**src/rtl/hex_marquee_pkg.sv**
```systemverilog
// Shared types and constants for the scrolling 7-segment marquee.
// Segment codes are active-low: bit 0 = top, clockwise, bit 6 = middle.
package hex_marquee_pkg;

  typedef enum logic [2:0] {
    C_H     = 3'd0,
    C_E     = 3'd1,
    C_L     = 3'd2,
    C_P     = 3'd3,
    C_BLANK = 3'd4
  } char_t;

  typedef enum logic {
    RUN  = 1'b0,
    HOLD = 1'b1
  } state_t;

  localparam logic [6:0] SEG_H     = 7'b0001001;
  localparam logic [6:0] SEG_E     = 7'b0000110;
  localparam logic [6:0] SEG_L     = 7'b1000111;
  localparam logic [6:0] SEG_P     = 7'b0001100;
  localparam logic [6:0] SEG_BLANK = 7'b1111111;

  localparam int MAX_MSG_LEN = 16;

  // Only the first MSG_LEN entries are used by a given instance.
  localparam char_t DEFAULT_MSG [MAX_MSG_LEN] = '{
    C_H,     C_E,     C_L,     C_P,
    C_BLANK, C_BLANK, C_BLANK, C_BLANK,
    C_BLANK, C_BLANK, C_BLANK, C_BLANK,
    C_BLANK, C_BLANK, C_BLANK, C_BLANK
  };

endpackage

```
**src/rtl/hex_marquee_char7seg.sv**
```systemverilog
// Combinational character-code to active-low 7-segment decoder.
// Reserved codes light nothing.
module char7seg
  import hex_marquee_pkg::*;
(
  input  char_t      ch,
  output logic [6:0] seg
);

  always_comb begin
    seg = SEG_BLANK;
    case (ch)
      C_H:     seg = SEG_H;
      C_E:     seg = SEG_E;
      C_L:     seg = SEG_L;
      C_P:     seg = SEG_P;
      default: seg = SEG_BLANK;
    endcase
  end

endmodule

```
**src/rtl/hex_marquee.sv**
```systemverilog
// Self-timed scrolling marquee: prescaler, offset ring, wrap-pause FSM
// and a registered multi-digit frame.
//
// state | meaning
// RUN   | advance events move the offset; wrap to 0 may enter HOLD
// HOLD  | offset frozen on 0 for PAUSE_TICKS ticks; a step aborts
module hex_marquee
  import hex_marquee_pkg::*;
#(
  parameter int NUM_DIGITS  = 4,
  parameter int MSG_LEN     = 8,
  parameter int TICK_DIV    = 50000000,
  parameter int PAUSE_TICKS = 2,
  localparam int OFS_W = (MSG_LEN > 1) ? $clog2(MSG_LEN) : 1
) (
  input  logic                    clk,
  input  logic                    reset,
  input  logic                    en,
  input  logic                    dir,
  input  logic                    step,
  output logic [7*NUM_DIGITS-1:0] hex,
  output logic [OFS_W-1:0]        offset
);

  localparam int PW = (TICK_DIV > 1) ? $clog2(TICK_DIV) : 1;
  localparam int CW = (PAUSE_TICKS > 0) ? $clog2(PAUSE_TICKS + 1) : 1;

  logic [PW-1:0]          presc;
  logic                   tick;
  logic                   adv;
  state_t                 state, state_nxt;
  logic [CW-1:0]          pause_cnt, pause_nxt;
  logic [OFS_W-1:0]       offset_nxt;
  logic [OFS_W-1:0]       off_step;
  logic [7*NUM_DIGITS-1:0] frame;

  assign tick = en && (presc == PW'(TICK_DIV - 1));
  // A step coinciding with a tick still produces a single advance.
  assign adv  = tick | step;

  always_ff @(posedge clk) begin
    if (reset) begin
      presc <= '0;
    end else if (en) begin
      presc <= tick ? '0 : presc + 1'b1;
    end
  end

  always_comb begin
    off_step = offset;
    if (dir) begin
      off_step = (offset == '0) ? OFS_W'(MSG_LEN - 1) : offset - 1'b1;
    end else begin
      off_step = (offset == OFS_W'(MSG_LEN - 1)) ? '0 : offset + 1'b1;
    end
  end

  always_comb begin
    state_nxt  = state;
    offset_nxt = offset;
    pause_nxt  = pause_cnt;
    case (state)
      RUN: begin
        if (adv) begin
          offset_nxt = off_step;
          if ((off_step == '0) && (PAUSE_TICKS > 0)) begin
            state_nxt = HOLD;
            pause_nxt = CW'(PAUSE_TICKS);
          end
        end
      end
      HOLD: begin
        if (step) begin
          offset_nxt = off_step;
          pause_nxt  = '0;
          state_nxt  = RUN;
        end else if (tick) begin
          pause_nxt = pause_cnt - 1'b1;
          if (pause_cnt == CW'(1)) begin
            state_nxt = RUN;
          end
        end
      end
      default: begin
        state_nxt = RUN;
        pause_nxt = '0;
      end
    endcase
  end

  always_ff @(posedge clk) begin
    if (reset) begin
      state     <= RUN;
      offset    <= '0;
      pause_cnt <= '0;
    end else begin
      state     <= state_nxt;
      offset    <= offset_nxt;
      pause_cnt <= pause_nxt;
    end
  end

  // Digit k shows message[(offset + NUM_DIGITS-1-k) mod MSG_LEN]; the sum is
  // below 2*MSG_LEN so one conditional subtract replaces the modulo.
  for (genvar k = 0; k < NUM_DIGITS; k++) begin : g_digit
    localparam int SHIFT = NUM_DIGITS - 1 - k;
    logic [4:0] sum;
    logic [3:0] idx;
    char_t      ch;
    logic [6:0] seg;

    assign sum = 5'(offset) + 5'(SHIFT);
    assign idx = (sum >= 5'(MSG_LEN)) ? 4'(sum - 5'(MSG_LEN)) : sum[3:0];
    assign ch  = DEFAULT_MSG[idx];

    char7seg u_char7seg (
      .ch  (ch),
      .seg (seg)
    );

    assign frame[7*k +: 7] = seg;
  end

  always_ff @(posedge clk) begin
    if (reset) begin
      hex <= '1;
    end else begin
      hex <= frame;
    end
  end

endmodule
```
**config.mk**
```make
export PLATFORM = sky130hd
export DESIGN_NAME = hex_marquee
export DESIGN_NICKNAME = d
export VERILOG_FILES = /design/src/rtl/hex_marquee_pkg.sv /design/src/rtl/hex_marquee_char7seg.sv /design/src/rtl/hex_marquee.sv
export SDC_FILE = /design/constraint.sdc
export NUM_CORES = 1
export LEC_CHECK = 0
export CAP_MARGIN = 20
export CORE_MARGIN = 10
export CORE_UTILIZATION = 27
export DETAILED_ROUTE_END_ITERATION = 12
export PLACE_DENSITY = 0.49
export SKIP_CTS_REPAIR_TIMING = 1
export SLEW_MARGIN = 20
export SYNTH_ARGS = -nofsm -noshare
export SYNTH_HDL_FRONTEND = slang
export SYNTH_SLANG_ARGS = --single-unit
```
**constraint.sdc**
```tcl
create_clock -name clk -period 3.4 [get_ports clk]
set_clock_uncertainty 0.15 [all_clocks]
set_input_delay 0.51 -clock clk [delete_from_list [all_inputs] [get_ports clk]]
set_output_delay 0.51 -clock clk [all_outputs]
set_load 0.02 [all_outputs]
```
==> summary.md, run 1 <==
In this run the core area contains 34 standard-cell rows. The number of cells on the worst reg-to-reg path is 7. The share of synthesized area in the top cell type comes to 46.6%. In this run the worst hold path is classified as register to register. The cell area that synthesis handed to floorplanning was 0.00240 mm². TritonCTS built the clock tree.

Cells with a size suffix above 1 make up 6.06% of the layout. The run gives 9.29% as the met1 track demand over resource. Summing all multi-input logic gate instances after layout gives 0.00115 mm².

The tools report the count of unique library cells instantiated by Yosys as 42. In this run, synthesis produced a sequential element count of 56. Counting flops with an async set or reset pin after synthesis yields a share of 0%. The layout has 913 filler cells.

The tools report the critical path endpoint category as a register. Yosys printed 0 warnings. In this run the tightest slew margin relative to its limit is 69.5%.

The most common cell in the synthesized netlist is sky130_fd_sc_hd__dfxtp_1. By area, the combinational part of the netlist is dominated by simple AND/OR/NAND/NOR gates. The complex-gate fraction of the synthesized area came out at 6.92%. The total overflow left after global routing is 0. For this design the static power due to leakage is 1.05 nW.

Along the worst path, the maximum fanout reaches 13. The initial standard-cell utilization of the core is 27.7%, and the global-route wire length before repair is 8.11 mm. The root buffer cell chosen for the clock tree is sky130_fd_sc_hd__clkbuf_8. Dominant register cell in the synthesized netlist: sky130_fd_sc_hd__dfxtp_1. Entering global routing, the biggest net connects 25 pins. The flow ran to the end, and the final reports show no timing, DRC or antenna violations.

The total via count after detailed routing is 1,818, and the fraction of synthesized area in multiplexers is 1.25%. Summed over all nets, the switching power comes to 0.000414 W. The tools report the kind of start point of the critical path as an input pin.

The clock period minus worst slack works out to 2370 ps. The number of buffer cells added on primary ports works out to 35. The number of primary I/O pins is 36. The final setup TNS is 0 ps. The die covers 0.0131 mm². At the later pin of the worst-skew pair, clock insertion delay measures 310 ps.

Among all stages on the critical path, the largest delay is contributed by sky130_fd_sc_hd__clkdlybuf4s50_1. After technology mapping, the gate count stands at 265. The switching share of power is 29.5%, and the number of non-filler instances in the completed layout is 405.

The pre-antenna-repair detailed-routing pass consisted of 4 iterations. Final weighted congestion in routability-driven placement: 0.725. The power per unit of standard cell area was 478 mW/mm².

The tools report the overall power of the completed layout as 0.00140 W. Clock-pin slew was measured on the worst setup and hold paths at 110 ps. The vertical die dimension works out to 114 µm. By count the netlist is led by 56 x sky130_fd_sc_hd__dfxtp_1, 31 x sky130_fd_sc_hd__nor2_1, 23 x sky130_fd_sc_hd__nand2_1, 18 x sky130_fd_sc_hd__xnor2_1, 15 x sky130_fd_sc_hd__inv_1. The endpoint identified for the worst register-to-register timing path is pause_cnt[1]$_SDFFE_PP0P_. The critical path goes through clkdlybuf4s50_1, nand4_1, buf_4, or3_1, or4_1, a31oi_1. In this run, flip-flops and latches consume 51.6% of the power. Per report_power, the clock group accounts for 27.3% of the total. The worst register-to-register path has a setup slack of 1160 ps.

Dividing the final minimum period by the clock period gives 69.6%. In this run the worst setup path begins at en. For this run, the register share of the synthesized area comes to 46.6%.

For the pin with the worst max-slew slack, the measured transition is 456 ps. The worst register-to-register path begins at offset[0]$_SDFFE_PP0P_. The met3 usage came out at 2.31%. The class of the most critical setup path was input pin to register. The tools report the number of antenna violations at the first check in global routing as 0.

The global routing met2 resource utilization came out at 11.8%. The clock net sink count is 56, and the peak clock frequency supported by timing is 423 MHz. In the routed design, unresolved DRC markers number 0. met2 is the most crowded layer. In the routed layout, each cell is associated on average with a via count of 4.49. The H-tree level count is 2, and the number of buffers created by CTS is 5. Ranked by total cell area, the synthesized netlist is headed by sky130_fd_sc_hd__dfxtp_1 47%, sky130_fd_sc_hd__xnor2_1 6.6%, sky130_fd_sc_hd__nor2_1 4.8%, sky130_fd_sc_hd__ha_1 4.7%, sky130_fd_sc_hd__xor2_1 3.6%. For the maximum ir drop on the vdd rail, the log shows 0.209 mV.

Setup repair after global routing left no endpoint under its margin. The tools report the number of max-slew violations in the final report as 0. The cell family contributing the most delay on the critical path is simple AND/OR/NAND/NOR gates.

Counting tap cells, the placed design contains a total of 397 instances. Each instance of the synthesized netlist takes up on average 9.07 µm². When the netlist entered floorplanning its net count stood at 279. Once detail routing completed, the nets flagged for antenna violations numbered 0.

Data on the critical path is required at its endpoint by 3490 ps. Summing the areas of all xor and xnor instances in the mapped netlist gives 10.2% of the synthesized area. The total inserted antenna cells is 0.

For this run, the total global-route usage over all layers was measured as 7.51%. The count of flip-flops with a built-in enable after synthesis came out at 0. For the relative contribution of combinational cells to total power, the log shows 21.1%.

Setup violations remaining at the end of the flow were counted as 0. The core region is 0.00868 mm². The floorplan die width came out at 114 µm. For the number of nets at the end of the flow, the log shows 310. After legalization and detailed placement, the total HPWL measured 3.57 mm. Cell internal power dissipation: 0.000988 W.

The final layout contains routed wiring with a total length of 4.92 mm. In this design, the stage delay of the slowest critical-path cell is 610 ps. Across the run, the number of max-cap violations was 0.

The basic-gate share of the synthesized area counting and, or, nand and nor cells was 24.9%. Dominant cell type by area after synthesis: sky130_fd_sc_hd__dfxtp_1. The most critical setup path has its endpoint at pause_cnt[0]$_SDFFE_PP0P_. Relative to the synthesized area, the layout overhead comes to 22.1%. Across the whole layout, storage elements account for 0.00112 mm². For the worst setup path, the data arrival time is 2450 ps. The detail-routed net length per standard cell came out at 12.1 µm. The first routing iteration left 98 violations. The logs give 0 for the number of hold-slack violations in the final timing report and 2 for the worst-case clock buffer depth.

The via count of the first global-routing pass is 1,696, and the logic depth of the worst path, buffers included is 6. After Yosys synthesis, full adders, half adders and majority gates account for 4.68% of the synthesized area. The count of buffer and inverter cells on the critical path is 2.
-- state kept, by name (all words and copies together), names as in the netlist --
| name | count |
|---|---|
| state | 1 |
| pause_cnt | 2 |
| offset | 3 |
| hex | 24 |
| presc | 26 |
-- worst min-delay path by stage --
stage / start / cells past startpoint / end
after global placement: state$_SDFF_PP0_ / 1 / pause_cnt[1]$_SDFFE_PP0P_
final: state$_SDFF_PP0_ / 1 / pause_cnt[1]$_SDFFE_PP0P_
after floorplan: state$_SDFF_PP0_ / 1 / pause_cnt[1]$_SDFFE_PP0P_
after CTS: state$_SDFF_PP0_ / 1 / pause_cnt[1]$_SDFFE_PP0P_
after detailed placement: state$_SDFF_PP0_ / 1 / pause_cnt[1]$_SDFFE_PP0P_
after global routing: state$_SDFF_PP0_ / 1 / pause_cnt[1]$_SDFFE_PP0P_
-- placed cells by master (no fill, tap or decap), drive strengths merged, types with 7 or more instances in the layout --
master	count
a21oi	8
clkdlybuf4s50	35
dfxtp	56
ha	9
inv	17
nand2	23
nand3	14
nand4	10
nor2	31
nor4	7
xnor2	18
xor2	10
-- stage by stage --
stage / worst slack, ps / area (µm²) / util, % / hold slack, ps
CTS: 1040 / 2940 / 33.8 / 345
floorplan: 819 / 2400 / - / 302
global route: 913 / 2940 / 33.8 / 389
finish: 1030 / 2940 / 33.8 / 340
global placement: 747 / 2840 / 32.7 / 322
detailed placement: 699 / 2840 / 32.7 / 332
-- routing by layer --
metal | part of all wire (%) | up-vias
met2 | 43 | 27
met1 | 50 | 821
met4 | 1.7 | 0
li1 | - | 966
met3 | 5.0 | 4
met5 | 0 | -
-- area by class of cell --
cell class	count	share of cell area (%)
Tap cell	108	4.60
Clock buffer	5	2.34
Clock inverter	3	0.895
Timing Repair Buffer	38	12.7
Sequential cell	56	38.2
Inverter	16	2.05
Multi-Input combinational cell	179	39.2
-- logic make-up after synthesis --
group                    after synthesis
AND/OR/NAND/NOR                      114
flip-flops                            56
buffers and inverters                 30
XOR/XNOR                              28
AO/OA/AOI/OAI                         25
adder cells (fa/ha/maj)                9
multiplexers                           3
-- power groups by stage --
| stage | clock, W | sequential (W) | combinational (W) |
|---|---|---|---|
| 3_5_place_dp | 0 | 0.000740 | 0.000301 |
| 3_3_place_gp | 0 | 0.000739 | 0.000302 |
| 4_1_cts | 0.000406 | 0.000725 | 0.000302 |
| 6_report | 0.000383 | 0.000723 | 0.000296 |
| 2_1_floorplan | 0 | 0.000793 | 0.000120 |
| 5_1_grt | 0.000428 | 0.000730 | 0.000322 |
(Power assumes the default switching activity.)
==> run 2, diff against run 1 <==
- clock period: 3.4 -> 2.4 ns (I/O delays scaled with it)
==> summary.md, run 2 (synthesis results as in run 1) <==
The starting DRC count in detailed routing was 96 (-2.0%). The kind of start point of the critical path is a register. The wire length on met1 came out at 2.55 mm (+4.1%).

The run gives 2490 ps (-1000 ps) as the worst endpoint required time. The fraction of final layout cells with drive strength greater than 1 is 7.95% (+1.9 points), and the final weighted congestion in routability-driven placement is 0.732 (+0.94%). For the total of max-cap violations, the log shows 0 (unchanged). The number of buffer cells added on primary ports is 35 (unchanged). The final critical path takes up 88.6% of the cycle. The met2 wire length was 2.27 mm (+6.0%); the maximum fanout encountered on the critical timing path was 6 (-7). The total inserted antenna cells was 0 (unchanged); the final setup TNS was 0 ps (unchanged). Number of buffers created by CTS: 5 (unchanged). The measured slew at the worst slew-check pin works out to 379 ps (-77.1 ps).

The library cell used most frequently in the layout, excluding fill and tap cells, is sky130_fd_sc_hd__dfxtp_1. The overflow left after global routing is 0 (unchanged). The largest register by flop count is presc. The run finished with clean final reports.

The logs give 5.15 mm (+4.8%) for the total wire length after detailed routing and 0 (unchanged) for the number of max-slew violations in the final report. Setup repair after global routing left no endpoint under its margin. For the insertion delay of the later-clocked pin in the worst-skew pair, the log shows 310 ps (about the same).

For the post-route DRC violation count, the log shows 0 (unchanged). Detailed-routed wire length on met3: 235 µm (-3.7%). The tools report the setup violation total in the final timing report as 0 (unchanged). The remaining antenna violation count after routing was 0 (unchanged); the via count of the first global-routing pass was 1,869 (+10%).

The global-route wire length before repair is 8.87 mm (+9.4%). The worst setup path is of the register to register kind. The run gives 1,892 (+4.1%) as the total via count after detailed routing. Based on the critical path, the design can be clocked at up to 471 MHz.

H-tree level count: 2 (unchanged). In this run the clock root is driven by a sky130_fd_sc_hd__clkbuf_8. The run gives 36 (unchanged) as the number of primary I/O pins. The highest metal layer carrying signal wires in the routed design is met4.

The final HPWL from detailed placement came out at 3.75 mm (+5.0%). The leakage component of the power was 1.10 nW (+4.2%). The number of hold-slack violations in the final timing report is 0 (unchanged), and the final design area excluding fillers is 0.00302 mm² (+2.8%).

The clock net sink count was 56 (unchanged). TritonCTS built the clock tree. The instance count along the most critical hold path is 1 (unchanged). The slowest stage of the critical path is the sky130_fd_sc_hd__or3_1 cell. The total die area was 0.0131 mm² (unchanged); the core footprint was 0.00868 mm² (unchanged).

For the count of TritonRoute iterations in the first routing pass, the log shows 4 (unchanged). The number of antenna violations at the first check in global routing is 0 (unchanged), and the data arrival time of the worst path is 2220 ps (-230 ps). The signal on the critical path passes through and4_2, nand4_1, or3_1, or4_1, a31oi_1. The initial standard-cell utilization of the core is 27.7% (unchanged), and the detail-routed net length per standard cell is 12.6 µm (+3.5%). Smallest hold slack: 341 ps (+0.993 ps). The number of nets at the end of the flow is 315 (+1.6%), and the via density per instance is 4.61 (+2.8%). The power per unit of standard cell area is 708 mW/mm² (+48%), and the maximum ir drop on the vdd rail is 0.247 mV (+18%). For the footprint of the multi-input gates, the log shows 0.00115 mm² (unchanged).

The floorplan die width was 114 µm (unchanged). The tools report the worst-case headroom to the max-slew limit as 74.7% (+5.2 points). The pin count of the biggest net entering global routing came out at 25 (unchanged).

The worst-case clock buffer depth was 2 (unchanged). The length in cells of the worst reg-to-reg path is 5 (-2), and the vertical die dimension is 114 µm (unchanged). In this run the worst hold path is classified as register to register. The flip-flop count of the largest register after layout is 26 (unchanged). The largest registers in the layout are presc (26), hex (24), offset (3).

Relative to the synthesized area, the layout overhead comes to 25.5%. Floorplan row count: 34 (unchanged). The run gives 921 (+0.88%) as the number of filler instances in the final layout. Overall global routing resource usage: 8.26% (+0.75 points). The top cell types in the final layout, fill and taps aside, are 55 x sky130_fd_sc_hd__dfxtp_1, 35 x sky130_fd_sc_hd__clkdlybuf4s50_1, 31 x sky130_fd_sc_hd__nor2_1. The sequential standard cell area is 0.00112 mm² (+0.11%).

The peak per-stage delay on the critical path works out to 490 ps (-120 ps). The worst setup path is captured at a register. The smallest clock period supported by the final layout is computed as 2130 ps. The register clock-pin slew on the reported worst setup and hold paths was 100 ps (about the same); the instance area after placement was 0.00289 mm² (+1.8%).
run 2: final timing paths:
path / startpoint / end / slack, ps
setup / recovery: presc[12]$_SDFFE_PP0P_ / pause_cnt[0]$_SDFFE_PP0P_ / 270
hold / removal: state$_SDFF_PP0_ / pause_cnt[1]$_SDFFE_PP0P_ / 340
setup reg to reg: presc[12]$_SDFFE_PP0P_ / pause_cnt[0]$_SDFFE_PP0P_ / 270
hold reg to reg: state$_SDFF_PP0_ / pause_cnt[1]$_SDFFE_PP0P_ / 340
run 2: per-stage QoR:
stage	utilization [%]	setup WS [ps]	total power (W)	cells
final	34.8	275	0.00214	410
after global routing	34.8	114	0.00223	410
after CTS	34.8	241	0.00217	410
after detailed placement	33.3	171	0.00149	402
after global placement	33.3	198	0.00149	402
after floorplan	-	108	0.00129	265
run 2: critical path: cells and delay by family, from the launching register on:
kind,cells,cell delay (ps)
compound gates,1,130
simple gates,4,1330
flops,1,440
run 2: per-layer routing:
| layer | vias up | GRT usage [%] |
|---|---|---|
| met2 | 23 | 13.2 |
| met3 | 8 | 2.15 |
| li1 | 968 | - |
| met5 | - | 0 |
| met4 | 0 | 3.51 |
| met1 | 893 | 10.3 |
run 2: cell type report:
class	instances	share of cell area, %
Multi-Input combinational cell	179	38.2
Clock inverter	1	0.995
Sequential cell	56	37.2
Timing Repair Buffer	43	14.0
Clock buffer	7	3.19
Tap cell	108	4.48
Inverter	16	1.99
run 2: report_power, final:
| part | total (W) | switching [W] | internal (W) | leakage (nW) |
|---|---|---|---|---|
| Clock | 0.000678 | 0.000309 | 0.000369 | 0.0645 |
| Combinational | 0.000434 | 0.000236 | 0.000198 | 0.574 |
| Sequential | 0.00102 | 0.0000288 | 0.000996 | 0.459 |
| Total | 0.00214 | 0.000574 | 0.00156 | 1.10 |
